`src/rtl/l2_sumsq_accum_pkg.sv`:
```
// Shared ALU definitions for the L2-norm / RMS path: default formats, FSM
// encoding and the saturating add used by the sum-of-squares accumulator.
package l2_sumsq_accum_pkg;

    localparam int DATA_W_DEF = 16;
    localparam int FRAC_W_DEF = 5;
    localparam int ACC_W_DEF  = 32;
    localparam int CNT_W_DEF  = 8;

    typedef enum logic [1:0] {
        ST_ACCUM = 2'd0,
        ST_DRAIN = 2'd1,
        ST_HOLD  = 2'd2
    } state_t;

    typedef struct packed {
        logic                 sat;
        logic [ACC_W_DEF-1:0] sum;
    } sat_sum_t;

    // Unsigned add that clamps to all-ones when the carry out is set.
    function automatic sat_sum_t sat_add(input logic [ACC_W_DEF-1:0] a,
                                         input logic [ACC_W_DEF-1:0] b);
        logic [ACC_W_DEF:0] wide;
        sat_sum_t           res;
        wide    = {1'b0, a} + {1'b0, b};
        res.sat = wide[ACC_W_DEF];
        res.sum = wide[ACC_W_DEF] ? {ACC_W_DEF{1'b1}} : wide[ACC_W_DEF-1:0];
        return res;
    endfunction

endpackage

```
`src/rtl/l2_sumsq_accum_sat_accum.sv`:
```
// Saturating unsigned accumulator with synchronous clear, enable and a sticky
// flag that records any clamp since the last clear.
module l2_sumsq_accum_sat_accum
    import l2_sumsq_accum_pkg::*;
#(
    parameter int ACC_W = ACC_W_DEF
) (
    input  logic             clk,
    input  logic             rst_n,
    input  logic             i_clr,
    input  logic             i_en,
    input  logic [ACC_W-1:0] i_addend,
    output logic [ACC_W-1:0] o_acc,
    output logic             o_sat
);

    logic [ACC_W-1:0] r_acc;
    logic             r_sat;
    logic [ACC_W-1:0] w_sum;
    logic             w_carry;

    generate
        if (ACC_W == ACC_W_DEF) begin : g_pkg_add
            sat_sum_t w_res;
            assign w_res   = sat_add(r_acc, i_addend);
            assign w_carry = w_res.sat;
            assign w_sum   = w_res.sum;
        end else begin : g_wide_add
            logic [ACC_W:0] w_wide;
            assign w_wide  = {1'b0, r_acc} + {1'b0, i_addend};
            assign w_carry = w_wide[ACC_W];
            assign w_sum   = w_wide[ACC_W] ? {ACC_W{1'b1}} : w_wide[ACC_W-1:0];
        end
    endgenerate

    always_ff @(posedge clk or negedge rst_n) begin
        if (!rst_n) begin
            r_acc <= '0;
            r_sat <= 1'b0;
        end else if (i_clr) begin
            r_acc <= '0;
            r_sat <= 1'b0;
        end else if (i_en) begin
            r_acc <= w_sum;
            if (w_carry) begin
                r_sat <= 1'b1;
            end
        end
    end

    assign o_acc = r_acc;
    assign o_sat = r_sat;

endmodule

```
`src/rtl/l2_sumsq_accum.sv`:
```
// Sum-of-squares front end for the square-root unit: squares a stream of
// signed elements and emits one saturated sum per vector.
module l2_sumsq_accum
    import l2_sumsq_accum_pkg::*;
#(
    parameter int DATA_W = DATA_W_DEF,
    parameter int FRAC_W = FRAC_W_DEF,
    parameter int ACC_W  = ACC_W_DEF,
    parameter int CNT_W  = CNT_W_DEF
) (
    input  logic              clk,
    input  logic              rst_n,
    input  logic              i_in_valid,
    output logic              o_in_ready,
    input  logic [DATA_W-1:0] i_in_data,
    input  logic              i_in_last,
    output logic              o_out_valid,
    input  logic              i_out_ready,
    output logic [ACC_W-1:0]  o_out_sum,
    output logic [CNT_W-1:0]  o_out_count,
    output logic              o_out_sat
);

    state_t                     r_state;
    state_t                     w_state_next;
    logic                       w_accept;
    logic                       w_handshake;
    logic signed [DATA_W-1:0]   w_in_s;
    logic signed [2*DATA_W-1:0] w_sq_s;
    logic [2*DATA_W-1:0]        r_sq;
    logic                       r_sq_valid;
    logic                       r_sq_last;
    logic                       r_last_added;
    logic [CNT_W-1:0]           r_count;
    logic                       w_unused_fmt;

    // FRAC_W only fixes the output format (2*FRAC_W fraction bits).
    assign w_unused_fmt = (2 * FRAC_W <= ACC_W);

    assign w_accept    = i_in_valid && o_in_ready;
    assign w_handshake = o_out_valid && i_out_ready;

    // Full-width signed product: the most-negative input squares without overflow.
    assign w_in_s = i_in_data;
    assign w_sq_s = (2*DATA_W)'(w_in_s) * (2*DATA_W)'(w_in_s);

    always_ff @(posedge clk or negedge rst_n) begin
        if (!rst_n) begin
            r_sq         <= '0;
            r_sq_valid   <= 1'b0;
            r_sq_last    <= 1'b0;
            r_last_added <= 1'b0;
        end else begin
            r_sq_valid   <= w_accept;
            r_last_added <= r_sq_valid && r_sq_last;
            if (w_accept) begin
                r_sq      <= $unsigned(w_sq_s);
                r_sq_last <= i_in_last;
            end
        end
    end

    l2_sumsq_accum_sat_accum #(
        .ACC_W (ACC_W)
    ) u_acc (
        .clk      (clk),
        .rst_n    (rst_n),
        .i_clr    (w_handshake),
        .i_en     (r_sq_valid),
        .i_addend (ACC_W'(r_sq)),
        .o_acc    (o_out_sum),
        .o_sat    (o_out_sat)
    );

    always_ff @(posedge clk or negedge rst_n) begin
        if (!rst_n) begin
            r_count <= '0;
        end else if (w_handshake) begin
            r_count <= '0;
        end else if (r_sq_valid && (r_count != {CNT_W{1'b1}})) begin
            r_count <= r_count + 1'b1;
        end
    end

    assign o_out_count = r_count;

    always_ff @(posedge clk or negedge rst_n) begin
        if (!rst_n) begin
            r_state <= ST_ACCUM;
        end else begin
            r_state <= w_state_next;
        end
    end

    // DRAIN waits one extra cycle so the final square is already in the sum.
    always_comb begin
        w_state_next = r_state;
        o_in_ready   = 1'b0;
        o_out_valid  = 1'b0;
        case (r_state)
            ST_ACCUM: begin
                o_in_ready = 1'b1;
                if (i_in_valid && i_in_last) begin
                    w_state_next = ST_DRAIN;
                end
            end
            ST_DRAIN: begin
                if (r_last_added) begin
                    w_state_next = ST_HOLD;
                end
            end
            ST_HOLD: begin
                o_out_valid = 1'b1;
                if (i_out_ready) begin
                    w_state_next = ST_ACCUM;
                end
            end
            default: begin
                w_state_next = ST_ACCUM;
            end
        endcase
    end

endmodule

```
`config.mk`:
```
export PLATFORM = sky130hd
export DESIGN_NAME = l2_sumsq_accum
export DESIGN_NICKNAME = d
export VERILOG_FILES = /design/src/rtl/l2_sumsq_accum_pkg.sv /design/src/rtl/l2_sumsq_accum_sat_accum.sv /design/src/rtl/l2_sumsq_accum.sv
export SDC_FILE = /design/constraint.sdc
export NUM_CORES = 1
export LEC_CHECK = 0
export CAP_MARGIN = 20
export CORE_UTILIZATION = 25
export CTS_CLUSTER_SIZE = 28
export DETAILED_ROUTE_END_ITERATION = 12
export GPL_TIMING_DRIVEN = 0
export MAX_ROUTING_LAYER = met4
export SLEW_MARGIN = 20
export SYNTH_ARGS = -nofsm -noshare
export SYNTH_HDL_FRONTEND = slang
export SYNTH_SLANG_ARGS = --single-unit
```
`constraint.sdc`:
```
create_clock -name clk -period 2.5 [get_ports clk]
set_input_delay 0.25 -clock clk [delete_from_list [all_inputs] [get_ports clk]]
set_output_delay 0.25 -clock clk [all_outputs]
set_load 0.02 [all_outputs]
```
==> results.cfg, run 1 <==
[run_status]
status = finished with violations
violations = design-rule violations, negative setup slack

[finish]
antenna_cells_inserted = 0
fillers = 5241
utilization_pct = 34.3
area.growth.synth_to_final_pct = 34.7
layoutNonFillerInstCount = 2348
fraction_of_final_layout_cells_sized_beyond_drive_strength_1_pct = 23.5
design.final.nets = 2037

[floorplan]
die-height_um = 234
ioPinCount = 64
die-area_um2 = 54700
core_um2 = 52900
die_w_um = 234
initial_core_util_pct = 25.4
std_cell_rows = 84

[timing]
setup_ws_ns = -3.37
grt_setup_unrepaired = true
post_route_setup_tns_ns = -69.26
tcrit_tclk_final_pct = 235
final.setup_skew_ns = 0.00615
final_slew_violations = 0
period_minus_slack_ns = 5.87
hold_viol = 0
final-setup-viol-count = 57
relSlewSlack_pct = 34.9
max_slew.worst_pin.slew_ns = 0.977
fmaxAchievable_mhz = 170

[routing]
routed_wirelength_um = 36900
drc_errors = 7
route.detailed.wl_per_inst_um = 15.7
detail_route.vias_per_cell = 4.52
via_count = 10600
detail-route-antenna-nets = 0
dr.first_iter.drc_count = 631
drtPass1Iterations = 9

[logic_synthesis]
post-synth-top-area-fraction_pct = 35.0
post-synth-top-count-cell = inv_1
synth_async_sr_flop_share_pct = 100
synth.net_count = 1863
synth.top_cells.by_count = inv_1, fa_1, nand2_1, ha_1, o21ai_0
postSynthAreaPerCell_um2 = 9.08
synth_ff_type = dfrtp_1
synth-seq-area-share_pct = 14.3
synth_largest_area_cell = fa_1
synth-edff-count = 0
ys_ff_latch = 77
yosysWarnings = 0
synth_unique_cells = 59
yosys-top-cells-area = fa_1, dfrtp_1, ha_1
post_synthesis_instance_area_um2 = 13500
instance_count_of_the_mapped_netlist = 1482

[clocking]
cts.sink_count = 77
cts_tree = yes
cts-buffers-inserted = 9
clk_transition_reported_paths_ns = 0.06
clkLatencyLatePin_ns = 0.35
h-tree-depth = 3
cts_root_cell = clkbuf_16
longest_clk_path_bufs = 2

[global_route]
first_global_vias = 11300
antenna_found_initial = 0
global_route.overflow_total = 0
grt_first_pass_wirelength_um = 58500
grt_start_max_net_pins = 59
global_route.usage.total_pct = 14.0

[worst_setup_path]
worst_setup_path_start_kind = input pin
crit_required_ns = 2.78
worst_setup_path_end_kind = register
worstPathMaxFanout = 6
crit_type = in2reg
worstPathArrival_ns = 6.15

[placement]
dp_hpwl_um = 28800
placed_cells = 2233
detailedPlace.worstSlack_ns = -4.76
place_congestion = 0.880
buffer_ports.inserted = 62

[job]
maxCapViolCount = 0

[worst_hold_path]
timing.hold.worst.class = in2async
## path summary, 6_finish.rpt
| path | from | endpoint | slack, ns | cells past startpoint |
|---|---|---|---|---|
| setup reg to reg | r_sq[2] | u_acc.o_acc[31] | -0.21 | 10 |
| hold / removal | rst_n | o_out_count[2] | 0.33 | 2 |
| hold reg to reg | r_state[1] | r_state[0] | 0.48 | 1 |
| max in group asynchronous | rst_n | r_sq[3] | 1.57 | 3 |
| setup / recovery | i_in_data[3] | r_sq[28] | -3.37 | 26 |
| min in group clk | i_in_data[0] | r_sq[0] | 0.33 | 3 |
## worst max-delay path, stage by stage
cell       delay, ns
buf_8           0.10
clkbuf_16       0.16
nand2_4         0.08
inv_2           0.04
fa_1            0.55
inv_2           0.04
fa_1            0.50
inv_1           0.05
fa_1            0.48
inv_1           0.05
fa_1            0.47
inv_1           0.05
fa_1            0.48
inv_1           0.05
fa_1            0.49
inv_2           0.05
ha_4            0.28
and3_4          0.19
and2_4          0.15
a31oi_4         0.10
o31ai_4         0.33
nand3_2         0.18
a311oi_4        0.36
a21oi_2         0.10
or4b_1          0.50
nand3_2         0.08
## repair_timing
item	in CTS	in global routing
pin swaps	83	90
setup buffers	74	37
gates resized for setup	267	130
gates cloned	3	0
hold buffers	1	0
hold endpoints to repair	19	0
endpoints found under the setup margin	61	61
## flip-flops by register name, indices dropped and copies added (netlist names)
signal        cells
r_sq_last         1
r_last_added      1
o_out_count       8
r_sq             31
r_sq_valid        1
u_acc.o_sat       1
u_acc.o_acc      32
r_state           2
## cells in the final DEF (no fill, tap or decap), types with 8 or more instances in the layout
cell type        instances
buf_4                   83
buf_8                   12
nor2_1                  48
inv_1                  322
inv_2                   25
a211oi_2                 8
clkdlybuf4s50_1         46
a21o_1                  23
nand2_1                131
clkbuf_16               18
o21ai_1                 28
o21a_1                   9
xor2_1                  28
fa_1                   229
a31oi_4                 21
and2_1                  30
o21ai_0                 51
clkbuf_1                21
a31oi_1                 19
and2_4                  10
o21ai_2                 10
ha_1                    71
a21oi_1                 46
a21oi_2                 11
buf_6                   20
xnor2_1                 34
dfrtp_1                 72
ha_4                    49
buf_12                  10
## stage by stage
step | cell area, um^2 | hold slack, ns
2_1_floorplan | 14000 | -0.0456
3_3_place_gp | 15400 | 0.453
3_5_place_dp | 15500 | 0.155
4_1_cts | 17300 | 0.316
5_1_grt | 18100 | 0.351
6_report | 18100 | 0.328
## logic make-up (layout without fill, tap and decap cells)
kind of cell    Yosys count  after routing  share of synthesized area [%]
simple gates            292            292                           9.92
compound gates          275            275                           12.9
mux                       3              3                          0.233
flops                    77             77                           14.3
fa+ha+maj               360            360                           46.6
buf+inv                 400            578                           11.2
xor+xnor                 75             75                           4.88
## layer usage
| metal | vias to the layer above | part of all wire (%) | global-route usage (%) |
|---|---|---|---|
| met1 | 5385 | 44 | 17.7 |
| met2 | 212 | 49 | 23.2 |
| li1 | 4984 | - | - |
| met4 | 0 | 1.7 | 3.25 |
| met3 | 37 | 4.9 | 2.46 |
| met5 | - | 0 | - |
## final cells by class
cell class / count / area (um^2) / share of cell area [%]
Timing Repair Buffer: 169 / 1630 / 8.99
Tap cell: 688 / 861 / 4.75
Clock inverter: 2 / 35.0 / 0.193
Multi-Input combinational cell: 1005 / 11600 / 63.8
Sequential cell: 77 / 1930 / 10.7
Inverter: 354 / 1360 / 7.48
Clock buffer: 13 / 250 / 1.38
Buffer: 40 / 487 / 2.69
Power of run 1 is left out: the tool's default activity adds up to more than one toggle a clock period on the data nets, which glitch-free logic cannot reach.
==> inputs of run 2 (changes only) <==
--- a/config.mk
+++ b/config.mk
@@ -11,6 +11,7 @@
 export DETAILED_ROUTE_END_ITERATION = 12
 export GPL_TIMING_DRIVEN = 0
 export MAX_ROUTING_LAYER = met4
+export PLACE_DENSITY = 0.44
 export SLEW_MARGIN = 20
 export SYNTH_ARGS = -nofsm -noshare
 export SYNTH_HDL_FRONTEND = slang
==> run 2 against run 1 <==
Register-to-register slack hardly changed. Critical path depth is the same. Largest cell class unchanged. Flip-flop and latch count unchanged. Critical path type unchanged. Non-clock buffer count is 9 lower. Highest routed layer unchanged. The run still ends with design-rule violations, negative setup slack left. Core utilization shrank 0.37 points. Global-route usage up 0.94 points. Routed wire length increased by 4.2%. Die area did not move. Worst setup slack gained 0.19 ns. Count of clock-buffer cells in the layout shrank 1. Clock skew increased by 0.0029 ns.
==> results.cfg, run 2 (synthesized netlist as in run 1, its figures left out) <==
[clocking]
h-tree-depth = 3
clk_transition_reported_paths_ns = 0.06
cts_root_cell = clkbuf_16
cts.sink_count = 77
cts-buffers-inserted = 9
clkLatencyLatePin_ns = 0.34
longest_clk_path_bufs = 2
cts_tree = yes

[routing]
drtPass1Iterations = 11
detail-route-antenna-nets = 0
routed_wirelength_um = 38500
via_count = 10400
dr.first_iter.drc_count = 476
drc_errors = 8
route.detailed.wl_per_inst_um = 16.4
detail_route.vias_per_cell = 4.44

[finish]
design.final.nets = 2028
largest_reg_flops = 32
area_used_by_multi_input_combinational_logic_um2 = 11400
final_cell_area_um2 = 17900
fillers = 5460
area.growth.synth_to_final_pct = 33.3
mostFrequentLayoutCell = inv_1
area_taken_by_flip_flops_and_latches_um2 = 1930
utilization_pct = 33.9
antenna_cells_inserted = 0
fraction_of_final_layout_cells_sized_beyond_drive_strength_1_pct = 23.4
layoutNonFillerInstCount = 2340
most-common-layout-cells = inv_1, fa_1, nand2_1, ha_1, buf_4

[run_status]
status = finished with violations
violations = design-rule violations, negative setup slack

[global_route]
grt_first_pass_wirelength_um = 61400
global_route.usage.total_pct = 14.9
first_global_vias = 11000
grt_start_max_net_pins = 42
antenna_found_initial = 0
global_route.overflow_total = 0

[timing]
relSlewSlack_pct = 34.6
hold_viol = 0
final.setup_skew_ns = 0.00902
setup_ws_ns = -3.18
max_slew.worst_pin.slew_ns = 0.981
final-setup-viol-count = 60
fmaxAchievable_mhz = 176
grt_setup_unrepaired = true
period_minus_slack_ns = 5.68
final_slew_violations = 0
tcrit_tclk_final_pct = 227

[placement]
detailedPlace.worstSlack_ns = -4.77
instance_area_at_placement_um2 = 15400
dp_hpwl_um = 30700
placed_cells = 2233
buffer_ports.inserted = 62
place_congestion = 0.824

[worst_setup_path]
worst_setup_path_end_kind = register
worstPathMaxFanout = 7
crit_required_ns = 2.78
worst_path_most_repeated_cell = fa_1
critical-path-max-stage-delay_ns = 0.54
setup_slack_of_the_worst_register_to_register_path_ns = -0.22
crit_type = in2reg
crit_path_top_delay_cell = fa_1
worst_setup_path_start_kind = input pin
worstPathArrival_ns = 5.96

[job]
maxCapViolCount = 0

[floorplan]
die-area_um2 = 54700
core_um2 = 52900
die-height_um = 234
ioPinCount = 64
die_w_um = 234
std_cell_rows = 84
initial_core_util_pct = 25.4

[worst_hold_path]
timing.hold.worst.class = in2reg
==> run 2: cell types whose count changed in the layout (fill, tap and decap cells not counted), moves of 6 or more <==
cell / delta
ha_1: +8
ha_4: -11
buf_4: -10
clkbuf_16: +6
==> run 2: final timing paths <==
kind | from | endpoint | cells after the start
min in group asynchronous | rst_n | o_out_count[6] | 2
hold reg to reg | r_state[1] | r_state[0] | 1
hold / removal | i_in_data[0] | r_sq[0] | 3
setup / recovery | i_in_data[3] | r_sq[28] | 26
setup reg to reg | u_acc.o_acc[2] | u_acc.o_acc[24] | 11
max in group asynchronous | rst_n | r_sq[0] | 3
==> run 2: critical path, delay by kind of cell <==
family | cells | cell delay (ns)
fa+ha+maj | 7 | 3.26
simple gates | 6 | 1.12
compound gates | 4 | 0.72
buf+inv | 9 | 0.57
==> run 2: repair_timing <==
item | 4_1_cts | 5_1_grt
resized for setup | 298 | 87
endpoints found under the setup margin | 62 | 61
gates cloned | 3 | 0
pin swaps | 111 | 61
hold endpoints to repair | 40 | 0
setup buffers | 77 | 16
hold buffers | 1 | 0
==> run 2: area by class of cell <==
cell class              instances  area share (%)
multi-input cells            1005            63.6
clock buffers                  12            1.37
repair buffers                159            8.56
well taps                     688            4.80
flip-flops and latches         77            10.8
clock inverters                 4           0.181
plain buffers                  41            3.07
inverters                     354            7.59
==> run 2: stage by stage <==
step                      hold WS [ns]  setup TNS (ns)
after floorplan                -0.0456          -62.53
final                            0.343          -71.22
after CTS                        0.337          -67.91
after global routing             0.361          -78.62
after global placement           0.459         -249.49
after detailed placement         0.288         -116.71
==> run 2: layer usage <==
| layer | track usage, % | vias to the layer above | wire (um) |
|---|---|---|---|
| met4 | 2.48 | 0 | 419 |
| met1 | 20.2 | 5264 | 18200 |
| met2 | 24.8 | 130 | 18900 |
| met3 | 0.985 | 22 | 968 |
| li1 | - | 4977 | - |
| met5 | - | - | 0 |
Power of run 2 is left out for the same reason.
